File: src/rtl/skin_box_overlay.sv
// skin_box_overlay: gathers per-frame skin-pixel count and bounding box from a
// key-coloured mask stream, then outlines that box on the following frame.
module skin_box_overlay #(
    parameter logic [23:0] KEY_COLOUR = 24'hFF00FF,
    parameter logic [23:0] BOX_COLOUR = 24'h00FF00,
    parameter int          MIN_PIXELS = 64,
    parameter int          X_W        = 11,
    parameter int          Y_W        = 10
) (
    input  logic        clk,
    input  logic        rst,
    input  logic [23:0] i_vid_data,
    input  logic        i_vid_hsync,
    input  logic        i_vid_vsync,
    input  logic        i_vid_VDE,
    output logic [23:0] o_vid_data,
    output logic        o_vid_hsync,
    output logic        o_vid_vsync,
    output logic        o_vid_VDE,
    output logic        o_box_valid,
    output logic [19:0] o_pixel_count
);

    localparam int                CNT_W   = 20;
    localparam logic [CNT_W-1:0] MIN_CNT = CNT_W'(MIN_PIXELS);

    // Edge-detect history
    logic vde_reg, vsync_reg;
    logic vde_fall, vsync_rise, skin;

    // Raster position of the pixel currently on the input
    logic [X_W-1:0] x_reg, x_next;
    logic [Y_W-1:0] y_reg, y_next;

    // Running statistics of the frame being received
    logic [X_W-1:0]   min_x_reg, min_x_next, max_x_reg, max_x_next;
    logic [Y_W-1:0]   min_y_reg, min_y_next, max_y_reg, max_y_next;
    logic [CNT_W-1:0] acc_count_reg, acc_count_next;

    // Box latched from the previous frame; stable for a whole frame
    logic [X_W-1:0]   bx_min_reg, bx_max_reg;
    logic [Y_W-1:0]   by_min_reg, by_max_reg;
    logic             box_valid_reg;
    logic [CNT_W-1:0] pixel_count_reg;

    logic on_col, on_row, draw;

    assign vde_fall   = vde_reg & ~i_vid_VDE;
    assign vsync_rise = i_vid_vsync & ~vsync_reg;
    // A skin pixel arriving with the frame latch is dropped: the latch wins.
    assign skin       = i_vid_VDE && (i_vid_data != KEY_COLOUR) && !vsync_rise;

    // Next-state for raster counters and the statistics accumulators
    always_comb begin
        x_next         = x_reg;
        y_next         = y_reg;
        min_x_next     = min_x_reg;
        max_x_next     = max_x_reg;
        min_y_next     = min_y_reg;
        max_y_next     = max_y_reg;
        acc_count_next = acc_count_reg;

        if (vde_fall) begin
            x_next = '0;
        end else if (i_vid_VDE && (x_reg != {X_W{1'b1}})) begin
            x_next = x_reg + 1'b1;
        end

        if (vsync_rise) begin
            y_next = '0;
        end else if (vde_fall && (y_reg != {Y_W{1'b1}})) begin
            y_next = y_reg + 1'b1;
        end

        if (vsync_rise) begin
            min_x_next     = '1;
            max_x_next     = '0;
            min_y_next     = '1;
            max_y_next     = '0;
            acc_count_next = '0;
        end else if (skin) begin
            if (x_reg < min_x_reg) min_x_next = x_reg;
            if (x_reg > max_x_reg) max_x_next = x_reg;
            if (y_reg < min_y_reg) min_y_next = y_reg;
            if (y_reg > max_y_reg) max_y_next = y_reg;
            if (acc_count_reg != {CNT_W{1'b1}}) acc_count_next = acc_count_reg + 1'b1;
        end
    end

    // Outline hit test against the latched box using the input-cycle position
    always_comb begin
        on_col = ((x_reg == bx_min_reg) || (x_reg == bx_max_reg)) &&
                 (y_reg >= by_min_reg) && (y_reg <= by_max_reg);
        on_row = ((y_reg == by_min_reg) || (y_reg == by_max_reg)) &&
                 (x_reg >= bx_min_reg) && (x_reg <= bx_max_reg);
        draw   = box_valid_reg && i_vid_VDE && (on_col || on_row);
    end

    // State update, frame latch and one-cycle registered video output
    always_ff @(posedge clk) begin
        if (rst) begin
            vde_reg         <= 1'b0;
            vsync_reg       <= 1'b0;
            x_reg           <= '0;
            y_reg           <= '0;
            min_x_reg       <= '1;
            max_x_reg       <= '0;
            min_y_reg       <= '1;
            max_y_reg       <= '0;
            acc_count_reg   <= '0;
            bx_min_reg      <= '1;
            bx_max_reg      <= '0;
            by_min_reg      <= '1;
            by_max_reg      <= '0;
            box_valid_reg   <= 1'b0;
            pixel_count_reg <= '0;
            o_vid_data      <= '0;
            o_vid_hsync     <= 1'b0;
            o_vid_vsync     <= 1'b0;
            o_vid_VDE       <= 1'b0;
        end else begin
            vde_reg       <= i_vid_VDE;
            vsync_reg     <= i_vid_vsync;
            x_reg         <= x_next;
            y_reg         <= y_next;
            min_x_reg     <= min_x_next;
            max_x_reg     <= max_x_next;
            min_y_reg     <= min_y_next;
            max_y_reg     <= max_y_next;
            acc_count_reg <= acc_count_next;
            if (vsync_rise) begin
                bx_min_reg      <= min_x_reg;
                bx_max_reg      <= max_x_reg;
                by_min_reg      <= min_y_reg;
                by_max_reg      <= max_y_reg;
                box_valid_reg   <= (acc_count_reg >= MIN_CNT);
                pixel_count_reg <= acc_count_reg;
            end
            o_vid_data  <= draw ? BOX_COLOUR : i_vid_data;
            o_vid_hsync <= i_vid_hsync;
            o_vid_vsync <= i_vid_vsync;
            o_vid_VDE   <= i_vid_VDE;
        end
    end

    assign o_box_valid   = box_valid_reg;
    assign o_pixel_count = pixel_count_reg;

endmodule

File: config.mk
export PLATFORM = sky130hd
export DESIGN_NAME = skin_box_overlay
export DESIGN_NICKNAME = d
export VERILOG_FILES = /design/src/rtl/skin_box_overlay.sv
export SDC_FILE = /design/constraint.sdc
export NUM_CORES = 1
export LEC_CHECK = 0
export CAP_MARGIN = 10
export CORE_ASPECT_RATIO = 1.1
export CORE_MARGIN = 4
export CORE_UTILIZATION = 52
export CTS_CLUSTER_DIAMETER = 60
export DETAILED_ROUTE_END_ITERATION = 16
export PLACE_DENSITY = 0.76
export SLEW_MARGIN = 25
export SYNTH_ARGS = -nofsm -noshare
export SYNTH_HDL_FRONTEND = slang
export SYNTH_SLANG_ARGS = --single-unit
export TNS_END_PERCENT = 10
File: constraint.sdc
create_clock -name clk -period 2.1 [get_ports clk]
set_input_delay 0.315 -clock clk [delete_from_list [all_inputs] [get_ports clk]]
set_output_delay 0.315 -clock clk [all_outputs]
set_load 0.02 [all_outputs]
== Yosys cells after proc, flatten, opt, wreduce, memory -nomap -nowiden ==
Cells that the tools add are included.
Storage, ports and cells
  register bits after elaboration: 173
  bits of input ports: 29
  output and inout port bits: 48
  word-level logic and storage cells: 65
Cells by class
  $add $sub $neg: 3
  order comparisons: 9
  equal/unequal tests: 8
  multiplexer cells: 1
  bitwise gates (word level): 4
  reduce and logical (&&, ||, !) cells: 22
Operators by type and width (count)
  $ne A24 B24 Y1 const B: 1
  $eq A11 B11 Y1: 2
  $add A20 B1 Y20 const B: 1
  $eq A10 B10 Y1: 2
  $ge A20 B7 Y1 const B: 1
  $ne A20 B20 Y1 const B: 1
  $mux W16: 1
  $add A11 B1 Y11 const B: 1
  $ge A11 B11 Y1: 1
  $gt A11 B11 Y1: 1
  $le A11 B11 Y1: 1
  $lt A11 B11 Y1: 1
  $ne A11 B11 Y1 const B: 1
  $add A10 B1 Y10 const B: 1
  $ge A10 B10 Y1: 1
  $gt A10 B10 Y1: 1
  $le A10 B10 Y1: 1
  $logic_and A1 B1 Y1: 10
  $lt A10 B10 Y1: 1
  $ne A10 B10 Y1 const B: 1
  $reduce_and A2 Y1: 5
  $reduce_or A2 Y1: 3
  $logic_or A1 B1 Y1: 3
  $and A1 B1 Y1: 2
  2 further kinds: 3

== Depth between registers and ports, before layout ==
  depth in word-level cells: 7
  depth in mapped cells: 10
  gate-level depth less buffers: 8

== Worst setup path before layout ==
OpenSTA, ideal clock, no wires.
  path kind: register to register
  start: register x_reg[9]
  end: register o_vid_data[16]
  setup time: 0.134 ns
  arrival time: 2.130 ns
  required time: 1.966 ns
  slack: -0.164 ns
  stages on the path, launching flop included: 9
  path buffers: 1
  clock period less this slack: 2.264 ns
  cell sequence: dfxtp_1 ha_1 nand4_1 or3_1 o211a_1 a211oi_1 o2bb2ai_1 buf_4 a211oi_1
On the way
  longest elaborated chain between the ends: 7
  elaborated cells between the ends (all ways): 12
  those cells by class: order compare (2); eq/ne (2); reduce/logical (8)
Ends and longest elaborated chain
  start: declaration: RTL line 32  | logic [X_W-1:0] x_reg, x_next;
  start signal: assignment: RTL line 124  | x_reg <= x_next;
  parallel branches: the longest is 4 deep, another holds $ge A11 B11 Y1
  $logic_or A1 B1 Y1 *: RTL line 96  | draw = box_valid_reg && i_vid_VDE && (on_col || on_row);
  $logic_and A1 B1 Y1 *: RTL line 96
  $reduce_or A2 Y1 (no source line) *
  end signal: assignment: RTL line 139  | o_vid_data <= draw ? BOX_COLOUR : i_vid_data;
  end: declaration: RTL line 16  | output logic [23:0] o_vid_data,
Every way passes the cells marked *.
A chain may end at the register's enable or synchronous reset.

== Final worst setup path ==
  start: register bx_max_reg[8]
  end: register o_vid_data[17]
On the way
  longest elaborated chain between the ends: 7
  elaborated cells between the ends (all ways): 9
  those cells by class: order compare (1); eq/ne (1); reduce/logical (7)
Ends and longest elaborated chain
  start: declaration: RTL line 41  | logic [X_W-1:0] bx_min_reg, bx_max_reg;
  start signal: assignment: RTL line 133  | bx_max_reg <= max_x_reg;
  parallel branches: the longest is 4 deep, another holds $le A11 B11 Y1
  $logic_or A1 B1 Y1 *: RTL line 96
  $logic_and A1 B1 Y1 *: RTL line 96
  $reduce_or A2 Y1 (no source line) *
Marks and branches as above.

==> impl_results.html <==
<table>
<tr><th>Metric</th><th>Value</th></tr>
<tr><th colspan="2">Status</th></tr>
<tr><td>Outcome</td><td>finished with violations</td></tr>
<tr><td>Failing checks</td><td>setup timing</td></tr>
<tr><th colspan="2">Placement</th></tr>
<tr><td>Number of port buffers</td><td>76</td></tr>
<tr><td>Gp weighted congestion</td><td>0.8306</td></tr>
<tr><td>Post-place instance area</td><td>0.01039 mm²</td></tr>
<tr><td>Placement Setup Slack</td><td>-617.9 ps</td></tr>
<tr><td>Final HPWL DP</td><td>15750 µm</td></tr>
<tr><th colspan="2">Clocking</th></tr>
<tr><td>Clock tree root driver cell</td><td>sky130_fd_sc_hd__clkbuf_16</td></tr>
<tr><td>Clock sink count</td><td>173</td></tr>
<tr><td>Clock tree from TritonCTS</td><td>done</td></tr>
<tr><td>Clock-pin slew on the worst setup and hold paths</td><td>70 ps</td></tr>
<tr><td>Clk buf depth</td><td>2</td></tr>
<tr><td>H-tree Lvls</td><td>4</td></tr>
<tr><td>Clock buffers created by TritonCTS</td><td>17</td></tr>
<tr><td>Hold_buf cts</td><td>0</td></tr>
<tr><td>Worst skew pair latency</td><td>430 ps</td></tr>
<tr><th colspan="2">Power</th></tr>
<tr><td>Sequential share of power</td><td>46.5%</td></tr>
<tr><td>Part of the total power dissipated in the clock network</td><td>42.5%</td></tr>
<tr><td>Gate power share</td><td>11.0%</td></tr>
<tr><td>Post-route total power</td><td>7.326 mW</td></tr>
<tr><td>Net switching power of the design</td><td>1.918 mW</td></tr>
<tr><td>Leakage Power</td><td>5.107 nW</td></tr>
<tr><td>Power density relative to cell area</td><td>624.1 mW/mm²</td></tr>
<tr><td>Worst IR drop on VDD</td><td>0.5428 mV</td></tr>
<tr><td>Switching share of power</td><td>26.19%</td></tr>
<tr><td>Internal power consumption</td><td>5.407 mW</td></tr>
<tr><th colspan="2">Synth</th></tr>
<tr><td>Number of unique standard cell types used by synthesis</td><td>52</td></tr>
<tr><td>Sequential-to-total area share from yosys stat</td><td>39.79%</td></tr>
<tr><td>Yosys warnings</td><td>0</td></tr>
<tr><td>Number of enable-type register cells in the synthesized netlist</td><td>0</td></tr>
<tr><td>Synth area leader</td><td>sky130_fd_sc_hd__dfxtp_1</td></tr>
<tr><td>Synth top area share</td><td>39.79%</td></tr>
<tr><td>Largest cells by area after synthesis</td><td>sky130_fd_sc_hd__dfxtp_1 40%, sky130_fd_sc_hd__ha_1 12%, sky130_fd_sc_hd__nand2_1 6.0%, sky130_fd_sc_hd__inv_1 4.8%, sky130_fd_sc_hd__a21oi_1 4.7%</td></tr>
<tr><td>Netlist Area Pre-Place</td><td>0.008705 mm²</td></tr>
<tr><td>Seq cells post-synth</td><td>173</td></tr>
<tr><td>Mapped Avg Cell Area</td><td>8.306 µm²</td></tr>
<tr><td>Mapped Nets</td><td>1163</td></tr>
<tr><td>Post-Syn Instances</td><td>1048</td></tr>
<tr><td>Post-synth ARST share</td><td>0%</td></tr>
<tr><td>Top_reg_cell synth</td><td>sky130_fd_sc_hd__dfxtp_1</td></tr>
<tr><th colspan="2">Detailed routing</th></tr>
<tr><td>Average detailed-routed wire length per instance</td><td>16.62 µm</td></tr>
<tr><td>Post-Route WL</td><td>23710 µm</td></tr>
<tr><td>Antenna Violating Nets Remaining</td><td>0</td></tr>
<tr><td>Ratio of routed vias to standard cells</td><td>5.603</td></tr>
<tr><td>Final routed DRC violation total</td><td>0</td></tr>
<tr><td>Number of violations reported at the end of detailed-routing iteration 0</td><td>408</td></tr>
<tr><td>Length of the first detailed-routing pass in iterations</td><td>6</td></tr>
<tr><td>Routed vias</td><td>7996</td></tr>
<tr><th colspan="2">Die</th></tr>
<tr><td>Floorplan die area</td><td>0.01888 mm²</td></tr>
<tr><td>Number of top-level design ports</td><td>77</td></tr>
<tr><td>Core outline area</td><td>0.01637 mm²</td></tr>
<tr><td>Floorplan die height</td><td>143.7 µm</td></tr>
<tr><td>Number of cell rows</td><td>49</td></tr>
<tr><td>Initial cell density of the core</td><td>53.18%</td></tr>
<tr><td>Width of the die</td><td>131.4 µm</td></tr>
<tr><th colspan="2">Setup path</th></tr>
<tr><td>Slowest CP cell</td><td>sky130_fd_sc_hd__or3_4</td></tr>
<tr><td>Largest driver fanout on the critical path</td><td>8</td></tr>
<tr><td>Launching element type of the critical path</td><td>flop</td></tr>
<tr><td>Ordered cell list for the critical path</td><td>inv_1 -&gt; ha_4 -&gt; nand4_1 -&gt; or3_4 -&gt; o211a_4 -&gt; a211oi_4 -&gt; o2bb2ai_4 -&gt; buf_12 -&gt; a211oi_2</td></tr>
<tr><td>Crit Path Class</td><td>reg -&gt; reg</td></tr>
<tr><td>Critical Path RT</td><td>2410 ps</td></tr>
<tr><td>Endpoint kind of the worst setup timing path</td><td>flop</td></tr>
<tr><td>Arrival time of the worst setup path</td><td>2540 ps</td></tr>
<tr><td>R2r worst-path depth</td><td>9</td></tr>
<tr><td>Critical path's largest stage delay</td><td>410 ps</td></tr>
<tr><th colspan="2">Timing</th></tr>
<tr><td>Crit share post-route</td><td>106.3%</td></tr>
<tr><td>Worst Hold Slack</td><td>154.0 ps</td></tr>
<tr><td>Final setup fails</td><td>37</td></tr>
<tr><td>Slew margin rel.</td><td>57.45%</td></tr>
<tr><td>Final slew viol count</td><td>0</td></tr>
<tr><td>Setup repair after global routing missed its margin</td><td>yes</td></tr>
<tr><td>Worst slew pin tran</td><td>638.2 ps</td></tr>
<tr><td>Max Fclk</td><td>0.4480 GHz</td></tr>
<tr><td>Worst Setup Slack, final</td><td>-132.1 ps</td></tr>
<tr><td>Setup skew after layout</td><td>10.70 ps</td></tr>
<tr><td>Total count of hold-check failures in the final report</td><td>0</td></tr>
<tr><td>Crit path time final</td><td>2232 ps</td></tr>
<tr><th colspan="2">Finish</th></tr>
<tr><td>Number of flip-flops in the largest register</td><td>24</td></tr>
<tr><td>Utilization of the core after routing</td><td>71.71%</td></tr>
<tr><td>Final design area excluding fillers</td><td>0.01174 mm²</td></tr>
<tr><td>Total of fill cells in the finished design</td><td>1158</td></tr>
<tr><td>Fraction of final layout cells sized beyond drive strength 1</td><td>22.32%</td></tr>
<tr><td>Antenna diode count</td><td>0</td></tr>
<tr><td>Area added between synthesis and finish</td><td>34.86%</td></tr>
<tr><td>Final net count</td><td>1325</td></tr>
<tr><th colspan="2">Run</th></tr>
<tr><td>Maxcap violations</td><td>0</td></tr>
<tr><th colspan="2">Global routing</th></tr>
<tr><td>Wire length of the first global-routing pass</td><td>38000 µm</td></tr>
<tr><td>Largest net degree at the start of global routing</td><td>63</td></tr>
<tr><td>Number of global-route vias before repair</td><td>8109</td></tr>
<tr><td>Global router's overall resource usage</td><td>24.54%</td></tr>
<tr><td>Initial antenna violation count</td><td>0</td></tr>
<tr><td>Remaining global-route overflow</td><td>0</td></tr>
<tr><th colspan="2">Worst hold path</th></tr>
<tr><td>Type of the worst min-delay path</td><td>in -&gt; reg</td></tr>
<tr><td>Worst hold path depth</td><td>3</td></tr>
</table>
[cell usage after synthesis (2+ instances only)]
cell type / number
sky130_fd_sc_hd__o211a_1: 2
sky130_fd_sc_hd__ha_1: 86
sky130_fd_sc_hd__a221oi_1: 2
sky130_fd_sc_hd__a31oi_1: 2
sky130_fd_sc_hd__dfxtp_1: 173
sky130_fd_sc_hd__nor2_1: 87
sky130_fd_sc_hd__nor3_1: 6
sky130_fd_sc_hd__o211ai_1: 4
sky130_fd_sc_hd__and4_1: 6
sky130_fd_sc_hd__buf_1: 2
sky130_fd_sc_hd__nor2b_1: 9
sky130_fd_sc_hd__and3_1: 12
sky130_fd_sc_hd__a41oi_1: 2
sky130_fd_sc_hd__a211o_1: 20
sky130_fd_sc_hd__nand3b_1: 3
sky130_fd_sc_hd__or4_1: 5
sky130_fd_sc_hd__o211ai_2: 9
sky130_fd_sc_hd__a21oi_1: 81
sky130_fd_sc_hd__mux2i_1: 13
sky130_fd_sc_hd__a21o_1: 12
sky130_fd_sc_hd__nand2_1: 138
sky130_fd_sc_hd__nand4_1: 31
sky130_fd_sc_hd__nand2b_1: 10
sky130_fd_sc_hd__buf_6: 2
sky130_fd_sc_hd__and2_1: 5
sky130_fd_sc_hd__buf_2: 9
sky130_fd_sc_hd__o22ai_1: 10
sky130_fd_sc_hd__o21ai_0: 37
sky130_fd_sc_hd__inv_1: 112
sky130_fd_sc_hd__nand3_1: 41
sky130_fd_sc_hd__clkbuf_1: 40
sky130_fd_sc_hd__a211oi_1: 21
sky130_fd_sc_hd__xor2_1: 20
sky130_fd_sc_hd__xnor2_1: 8
sky130_fd_sc_hd__o21a_1: 2
sky130_fd_sc_hd__or3_1: 6
sky130_fd_sc_hd__nor4_1: 5
[worst paths after layout]
check	from	end	slack, ps
max reg2reg	bx_max_reg[8]	o_vid_data[17]	-130
min reg2reg	o_pixel_count[18]	o_pixel_count[18]	450
min	i_vid_data[5]	o_vid_data[5]	150
max	bx_max_reg[8]	o_vid_data[17]	-130
[power by group through the flow]
stage / clock network (mW) / registers, mW / logic, mW
6_report: 3.12 / 3.41 / 0.802
5_1_grt: 3.29 / 3.42 / 0.867
3_3_place_gp: 0 / 3.48 / 0.696
3_5_place_dp: 0 / 3.48 / 0.711
2_1_floorplan: 0 / 3.51 / 0.363
4_1_cts: 3.15 / 3.41 / 0.767
[layout by cell type (no fill, tap or decap), drive strengths merged, types with 3 or more instances in the layout]
cell             n
a211o           20
a211oi          21
a21o            12
a21oi           81
and2             6
and3            12
and4             7
buf            122
clkbuf          18
clkdlybuf4s50   71
clkinv           3
clkinvlp         3
dfxtp          173
dlymetal6s2s     4
ha              86
inv            119
mux2i           13
nand2          138
nand2b          10
nand3           41
nand3b           3
nand4           31
nor2            87
nor2b            9
nor3             6
nor4             6
o211ai          13
o21ai           37
o22ai           10
or3              6
or4              6
xnor2            8
xor2            20
[kinds of logic after synthesis]
family | after synthesis | synth area share [%]
and+or+nand+nor | 369 | 19.95
muxes | 13 | 1.495
buffers and inverters | 166 | 7.503
xor gates and xnor gates | 28 | 2.817
DFF | 173 | 39.79
AOI/OAI and AO/OA | 213 | 16.08
adders and majority gates | 86 | 12.36
[timing repair]
action / in CTS / in global routing
pin swaps: 30 / 30
buffers inserted: 11 / 4
gates resized for setup: 77 / 51
gates cloned: 2 / 0
endpoints found under the setup margin: 77 / 86
[layout make-up]
class                      instances  area [µm²]  share of cell area, %
clock inverter                    14       152.6                  1.300
clock buffer                      18       429.2                  3.656
multi-input combinational        709        5132                  43.72
timing repair buffer             197        1856                  15.81
inverter                         112       420.4                  3.581
tap                              204       255.2                  2.174
sequential                       173        3493                  29.76
[metal layers]
metal,vias up,track usage [%],share of wire [%]
met5,-,0,0
met2,171,45.14,52
met3,71,4.167,2.8
met4,0,13.16,4.3
li1,3932,-,-
met1,3822,27.37,41
[critical path: cells and delay by family, from the launching register on]
family,cells,cell delay [ps]
simple gates,2,530
flops,1,330
buf+inv,2,250
fa+ha+maj,1,280
compound gates,4,720
[through the flow]
stage,std cells,setup TNS (ps)
floorplan,1048,-2491
global placement,1379,-31800
detailed placement,1379,-35420
CTS,1424,-1900
global route,1427,-7089
finish,1427,-2874
(Power assumes the default switching activity.)
